[src/rtl/div_pkg.sv]
// -----------------------------------------------------------------------------
// div_pkg
// Shared definitions for the multicycle DIV/DIVU unit.
//   DIV_WIDTH   : operand/result width
//   DIV_LATENCY : clock edges from the start edge to the edge that raises ready
//   div_state_e : controller state encoding (IDLE=0 .. DONE=4)
// -----------------------------------------------------------------------------
package div_pkg;

  localparam int DIV_WIDTH   = 32;
  localparam int DIV_LATENCY = DIV_WIDTH + 2;

  typedef enum logic [2:0] {
    IDLE = 3'd0,
    PREP = 3'd1,
    ITER = 3'd2,
    FIX  = 3'd3,
    DONE = 3'd4
  } div_state_e;

endpackage

[src/rtl/div_step.sv]
// -----------------------------------------------------------------------------
// div_step
// One combinational restoring-division step.
//   rem_i  : current partial remainder (always < dvs_i)
//   msb_i  : next dividend bit shifted into the remainder
//   dvs_i  : divisor magnitude
//   rem_o  : updated partial remainder
//   qbit_o : quotient bit produced by this step
// -----------------------------------------------------------------------------
module div_step #(
  parameter int WIDTH = 32
) (
  input  logic [WIDTH-1:0] rem_i,
  input  logic             msb_i,
  input  logic [WIDTH-1:0] dvs_i,
  output logic [WIDTH-1:0] rem_o,
  output logic             qbit_o
);

  // The trial value needs one extra bit: with unsigned divisors near 2^WIDTH
  // the shifted remainder can exceed WIDTH bits before the subtraction.
  logic [WIDTH:0] trial_s;

  // Shift in the dividend bit, compare against the divisor, restore on miss.
  always_comb begin
    trial_s = {rem_i, msb_i};
    if (trial_s >= {1'b0, dvs_i}) begin
      qbit_o = 1'b1;
      // Result is below dvs_i, so the low WIDTH bits of the difference are exact.
      rem_o  = trial_s[WIDTH-1:0] - dvs_i;
    end else begin
      qbit_o = 1'b0;
      rem_o  = trial_s[WIDTH-1:0];
    end
  end

endmodule

[src/rtl/seq_signed_divider.sv]
// -----------------------------------------------------------------------------
// seq_signed_divider
// Multicycle signed integer divider for the DIV instruction. One restoring
// step per clock; quotient to lo, remainder to hi, one-cycle ready pulse.
// Quotient truncates toward zero, remainder takes the dividend's sign.
// Optional build macro DIV_UNSIGNED_EN adds the 'unsgn' input (DIVU mode).
//   clk      : rising-edge clock
//   reset    : synchronous active-high reset, overrides any operation
//   start    : request, sampled only in IDLE
//   unsgn    : (DIV_UNSIGNED_EN only) unsigned divide, sampled with start
//   a, b     : dividend / divisor (two's complement)
//   hi, lo   : remainder / quotient, registered, updated only at FIX
//   ready    : one-cycle completion pulse
//   div_zero : one-cycle pulse with ready when b was zero
//   busy     : high in every state except IDLE
// -----------------------------------------------------------------------------
import div_pkg::*;

module seq_signed_divider #(
  parameter int WIDTH = DIV_WIDTH
) (
  input  logic             clk,
  input  logic             reset,
  input  logic             start,
`ifdef DIV_UNSIGNED_EN
  input  logic             unsgn,
`endif
  input  logic [WIDTH-1:0] a,
  input  logic [WIDTH-1:0] b,
  output logic [WIDTH-1:0] hi,
  output logic [WIDTH-1:0] lo,
  output logic             ready,
  output logic             div_zero,
  output logic             busy
);

  localparam int CNT_W = $clog2(WIDTH) + 1;

  div_state_e       state_q, state_d;
  logic [WIDTH-1:0] dvd_q, dvd_d;      // dividend, shifted out MSB first
  logic [WIDTH-1:0] dvs_q, dvs_d;      // divisor (magnitude after PREP)
  logic [WIDTH-1:0] rem_q, rem_d;
  logic [WIDTH-1:0] quot_q, quot_d;
  logic [CNT_W-1:0] cnt_q, cnt_d;
  logic             sgn_quot_q, sgn_quot_d;
  logic             sgn_rem_q, sgn_rem_d;
  logic             unsgn_q, unsgn_d;
  logic [WIDTH-1:0] hi_q, hi_d;
  logic [WIDTH-1:0] lo_q, lo_d;
  logic             ready_q, ready_d;
  logic             dz_q, dz_d;
  logic             busy_q, busy_d;

  logic             unsgn_s;
  logic [WIDTH-1:0] step_rem_s;
  logic             step_qbit_s;

`ifdef DIV_UNSIGNED_EN
  assign unsgn_s = unsgn;
`else
  assign unsgn_s = 1'b0;
`endif

  div_step #(.WIDTH(WIDTH)) u_step (
    .rem_i  (rem_q),
    .msb_i  (dvd_q[WIDTH-1]),
    .dvs_i  (dvs_q),
    .rem_o  (step_rem_s),
    .qbit_o (step_qbit_s)
  );

  // Next-state, datapath and output decode for the divide controller.
  always_comb begin
    state_d    = state_q;
    dvd_d      = dvd_q;
    dvs_d      = dvs_q;
    rem_d      = rem_q;
    quot_d     = quot_q;
    cnt_d      = cnt_q;
    sgn_quot_d = sgn_quot_q;
    sgn_rem_d  = sgn_rem_q;
    unsgn_d    = unsgn_q;
    hi_d       = hi_q;
    lo_d       = lo_q;
    ready_d    = 1'b0;
    dz_d       = 1'b0;

    case (state_q)
      IDLE: begin
        if (start) begin
          if (b == {WIDTH{1'b0}}) begin
            // Divide by zero: report immediately, hi/lo untouched.
            state_d = DONE;
            ready_d = 1'b1;
            dz_d    = 1'b1;
          end else begin
            state_d    = PREP;
            dvd_d      = a;
            dvs_d      = b;
            unsgn_d    = unsgn_s;
            // Unsigned mode never applies sign correction.
            sgn_quot_d = ~unsgn_s & (a[WIDTH-1] ^ b[WIDTH-1]);
            sgn_rem_d  = ~unsgn_s & a[WIDTH-1];
          end
        end else begin
          state_d = IDLE;
        end
      end

      PREP: begin
        // Magnitudes; -MIN wraps to MIN, which is the correct unsigned value.
        if (!unsgn_q && dvd_q[WIDTH-1]) begin
          dvd_d = -dvd_q;
        end else begin
          dvd_d = dvd_q;
        end
        if (!unsgn_q && dvs_q[WIDTH-1]) begin
          dvs_d = -dvs_q;
        end else begin
          dvs_d = dvs_q;
        end
        rem_d   = {WIDTH{1'b0}};
        quot_d  = {WIDTH{1'b0}};
        cnt_d   = {CNT_W{1'b0}};
        state_d = ITER;
      end

      ITER: begin
        rem_d  = step_rem_s;
        quot_d = {quot_q[WIDTH-2:0], step_qbit_s};
        dvd_d  = {dvd_q[WIDTH-2:0], 1'b0};
        cnt_d  = cnt_q + CNT_W'(1);
        if (cnt_q == CNT_W'(WIDTH - 1)) begin
          state_d = FIX;
        end else begin
          state_d = ITER;
        end
      end

      FIX: begin
        if (sgn_quot_q) begin
          lo_d = -quot_q;
        end else begin
          lo_d = quot_q;
        end
        if (sgn_rem_q) begin
          hi_d = -rem_q;
        end else begin
          hi_d = rem_q;
        end
        ready_d = 1'b1;
        state_d = DONE;
      end

      DONE: begin
        state_d = IDLE;
      end

      default: begin
        state_d = IDLE;
      end
    endcase

    busy_d = (state_d != IDLE);
  end

  // State and datapath registers with synchronous reset.
  always_ff @(posedge clk) begin
    if (reset) begin
      state_q    <= IDLE;
      dvd_q      <= {WIDTH{1'b0}};
      dvs_q      <= {WIDTH{1'b0}};
      rem_q      <= {WIDTH{1'b0}};
      quot_q     <= {WIDTH{1'b0}};
      cnt_q      <= {CNT_W{1'b0}};
      sgn_quot_q <= 1'b0;
      sgn_rem_q  <= 1'b0;
      unsgn_q    <= 1'b0;
      hi_q       <= {WIDTH{1'b0}};
      lo_q       <= {WIDTH{1'b0}};
      ready_q    <= 1'b0;
      dz_q       <= 1'b0;
      busy_q     <= 1'b0;
    end else begin
      state_q    <= state_d;
      dvd_q      <= dvd_d;
      dvs_q      <= dvs_d;
      rem_q      <= rem_d;
      quot_q     <= quot_d;
      cnt_q      <= cnt_d;
      sgn_quot_q <= sgn_quot_d;
      sgn_rem_q  <= sgn_rem_d;
      unsgn_q    <= unsgn_d;
      hi_q       <= hi_d;
      lo_q       <= lo_d;
      ready_q    <= ready_d;
      dz_q       <= dz_d;
      busy_q     <= busy_d;
    end
  end

  assign hi       = hi_q;
  assign lo       = lo_q;
  assign ready    = ready_q;
  assign div_zero = dz_q;
  assign busy     = busy_q;

endmodule

[config.mk]
export PLATFORM = sky130hd
export DESIGN_NAME = seq_signed_divider
export DESIGN_NICKNAME = d
export VERILOG_FILES = /design/src/rtl/div_pkg.sv /design/src/rtl/div_step.sv /design/src/rtl/seq_signed_divider.sv
export SDC_FILE = /design/constraint.sdc
export NUM_CORES = 1
export LEC_CHECK = 0
export CORE_UTILIZATION = 45
export CTS_CLUSTER_DIAMETER = 50
export DETAILED_ROUTE_END_ITERATION = 6
export PLACE_DENSITY = 0.75
export SLEW_MARGIN = 20
export SYNTH_ARGS = -nofsm -noshare
export SYNTH_HDL_FRONTEND = slang
export SYNTH_HIERARCHICAL = 1
export SYNTH_SLANG_ARGS = --single-unit
[constraint.sdc]
create_clock -name clk -period 3.5 [get_ports clk]
set_input_delay 0.7 -clock clk [delete_from_list [all_inputs] [get_ports clk]]
set_output_delay 0.7 -clock clk [all_outputs]
set_load 0.02 [all_outputs]
==> results of run 1 <==
-- state kept, by name, indices dropped and copies added (netlist names) --
register and flops:
rem_q 32, quot_q 32, state_q 3, ready 1
div_zero 1, dvs_q 32, dvd_q 32, cnt_q 6
hi 32, sgn_quot_q 1, busy 1, sgn_rem_q 1
lo 32
-- layout make-up --
cell class / instances / area share
Inverter: 65 / 0.01520
Clock inverter: 14 / 0.01169
Timing Repair Buffer: 198 / 0.1171
Tap cell: 384 / 0.02993
Multi-Input combinational cell: 1249 / 0.5232
Sequential cell: 206 / 0.2570
Clock buffer: 33 / 0.04598
-- cells in the final DEF, fill, tap and decap left out, types with 8 or more instances in the layout --
cell	synthesis	routed
a211oi_1	45	45
a21o_1	11	11
a21oi_1	107	106
a221oi_1	19	19
a222oi_1	8	8
a22oi_1	90	90
a311oi_1	10	10
a31oi_1	11	11
and3_1	17	16
buf_4	0	61
clkbuf_16	0	27
clkdlybuf4s50_1	0	132
dfxtp_1	206	205
ha_1	37	37
inv_1	63	63
mux2_2	20	20
mux2_4	9	9
mux2i_1	11	11
nand2_1	106	106
nand3_1	27	27
nand4_1	26	26
nor2_1	184	183
nor2b_1	10	10
nor3_1	51	50
nor4_1	38	38
o21ai_0	70	70
o22ai_1	9	9
o31a_1	9	9
o31ai_1	20	20
o32ai_1	32	32
o41ai_1	10	10
o41ai_2	12	12
or2_2	10	10
or3_1	21	21
or4_1	12	12
xnor2_1	25	25
xor2_1	56	56
-- metal layers --
metal	wire length [um]	up-vias	global-route usage
met5	0	-	0
met4	1365	0	0.08297
met3	3691	104	0.05110
met2	18350	706	0.4198
met1	18270	6428	0.3768
li1	-	6480	-
-- worst paths after layout --
path            start         to  cells past startpoint
min reg2reg     lo[5]      lo[5]                      2
max reg2reg  dvs_q[6]  rem_q[22]                     14
min             lo[5]      lo[5]                      2
max          dvs_q[6]  rem_q[22]                     14
-- cell families (layout without fill, tap and decap cells) --
family	after synthesis	in the layout	share of synthesized area
buf+inv	192	310	0.05805
flops	206	206	0.3111
compound gates	538	538	0.2957
xor+xnor	81	81	0.05352
simple gates	552	552	0.2097
fa+ha+maj	38	38	0.03643
mux	40	40	0.03549
-- worst max-delay path: cells and delay by family, from the launching register on --
kind | cells | cell delay, ps
and+or+nand+nor | 4 | 910
adders and majority gates | 1 | 340
muxes | 1 | 310
DFF | 1 | 430
buffers and inverters | 3 | 300
AOI/OAI and AO/OA | 5 | 810
-- stage by stage --
| step | power, uW | cell area (um^2) | cells | utilization |
|---|---|---|---|---|
| floorplan | 3889 | 13260 | 1647 | - |
| global placement | 4466 | 15120 | 2102 | 0.5240 |
| detailed placement | 4485 | 15120 | 2102 | 0.5240 |
| CTS | 7361 | 16050 | 2149 | 0.5561 |
| global route | 7683 | 16050 | 2149 | 0.5563 |
| finish | 7364 | 16050 | 2149 | 0.5563 |
-- power by group --
group          switching [uW]  internal, uW  total, uW
sequential                153          2460       2610
clock                    1130          1740       2870
combinational            1130           750       1880
==> out/qor.yml, run 1 <==
run_status:
  status: "finished, final reports clean"
floorplan:
  pin_count: 134
  die-area_um2: 30150
  start_util: 0.4594
  die_w_um: 173.6
  rows: 62
  coreArea_um2: 28860
  die_h_um: 173.6
timing:
  fin_skew_ps: 10.29
  hold_ws_ps: 456.0
  drv_slew: 0
  setup_viol: 0
  finalCritPeriodShare: 0.9291
  hold_viol: 0
  rsz0062_at_grt: "no"
  slew_headroom: 0.4052
  fin_ws_ps: 248.2
  fmax_mhz: 307.5
  fin_setup_tns_ps: 0
  fin_crit_ps: 3252
  tightest_slew_ps: 892.3
worst_setup_path:
  end_kind: "flop"
  path_class: "reg2reg"
  critical_path.max_stage_delay_ps: 430
  cp.required_ps: 3910
  crit_chain: "inv_1 > ha_1 > nand3_1 > a211oi_1 > or3_4 > nor4b_4 > o21ai_2 > a31oi_4 > o21a_4 > inv_2 > buf_12 > mux2_4 > a22oi_1 > nor2_1"
  crit_path_start_kind: "flop"
  cp_slowest_cell: "dfxtp_1"
  arrival_ps: 3660
  r2r_setup_slack_ps: 250
  path_max_fanout: 26
placement:
  dp_hpwl_um: 29650
  portBuffers: 133
  post-place-ws_ps: 165.1
  place_congestion: 0.9320
clocking:
  clk_pin_slew_ps: 60
  cts_buffers: 27
  worstSkewPairLatency_ps: 540
  cts-root-buf: "clkbuf_16"
  htreeDepth: 1
  tritoncts: "yes"
  cts_max_path_buffers: 3
  cts.sinks: 206
  cts_setup_buffers: 0
  cts.repair.resized: 0
  holdBufCountCts: 0
route:
  avgViaCountPerCell: 6.383
  routed_wirelength_um: 41680
  drt_drc_violations_left: 0
  wl_per_cell_um: 19.40
  drt-initial-drc-count: 1630
  ant_nets: 0
  drt_pass1_iterations: 7
  num_vias: 13720
final_layout:
  nets: 1852
  multiInputGateArea_um2: 8399
  drive_gt1_frac: 0.1139
  regArea_um2: 4125
  syn_to_final_growth_pct: 21.10
  fill_cells: 2630
  antennaDiodeCount: 0
yosys:
  synth-main-ff-cell: "dfxtp_1"
  avgSynthCellArea_um2: 8.049
  synth_edf_count: 0
  ys_async_sr_fraction: 0
  ys_ff_latch: 206
  syn-num-nets: 1752
  synth_top_area_frac: 0.3111
  yosysMostFrequentCell: "dfxtp_1"
  synth_seq_area_share: 0.3111
  yosysTopAreaCell: "dfxtp_1"
  yosys-top-cells-count: "dfxtp_1 (206), nor2_1 (184), a21oi_1 (107)"
  yosys.cell_types.count: 88
  yosys_warnings: 6
  synthCells: 1647
  syn_area_um2: 13260
  synth.area.top_cells: "dfxtp_1 (31%), nor2_1 (5.2%), a22oi_1 (5.1%), a21oi_1 (4.0%), xor2_1 (3.7%)"
grt:
  gr-total-overflow: 0
  grt_pass1_vias: 12530
  grt_use_total: 0.2699
  grt_max_degree: 77
  grt_pass1_wl_um: 67480
  antenna_found_initial: 0
power_and_ir_drop:
  powerDensity_nw_per_um2: 458.7
  vdd_drop_max_uv: 352.3
  p_leak_uw: 0.006207
run:
  cap_violations: 0
hold_path:
  hold_path_class: "reg2reg"
(Power assumes the default switching activity.)
==> inputs of run 2 (changes only) <==
--- a/config.mk
+++ b/config.mk
@@ -9,6 +9,7 @@
 export CTS_CLUSTER_DIAMETER = 50
 export DETAILED_ROUTE_END_ITERATION = 6
 export PLACE_DENSITY = 0.75
+export SKIP_LAST_GASP = 1
 export SLEW_MARGIN = 20
 export SYNTH_ARGS = -nofsm -noshare
 export SYNTH_HDL_FRONTEND = slang
==> results of run 2 <==
Same layout as run 1: the final DEF is identical, and so are final timing and power.
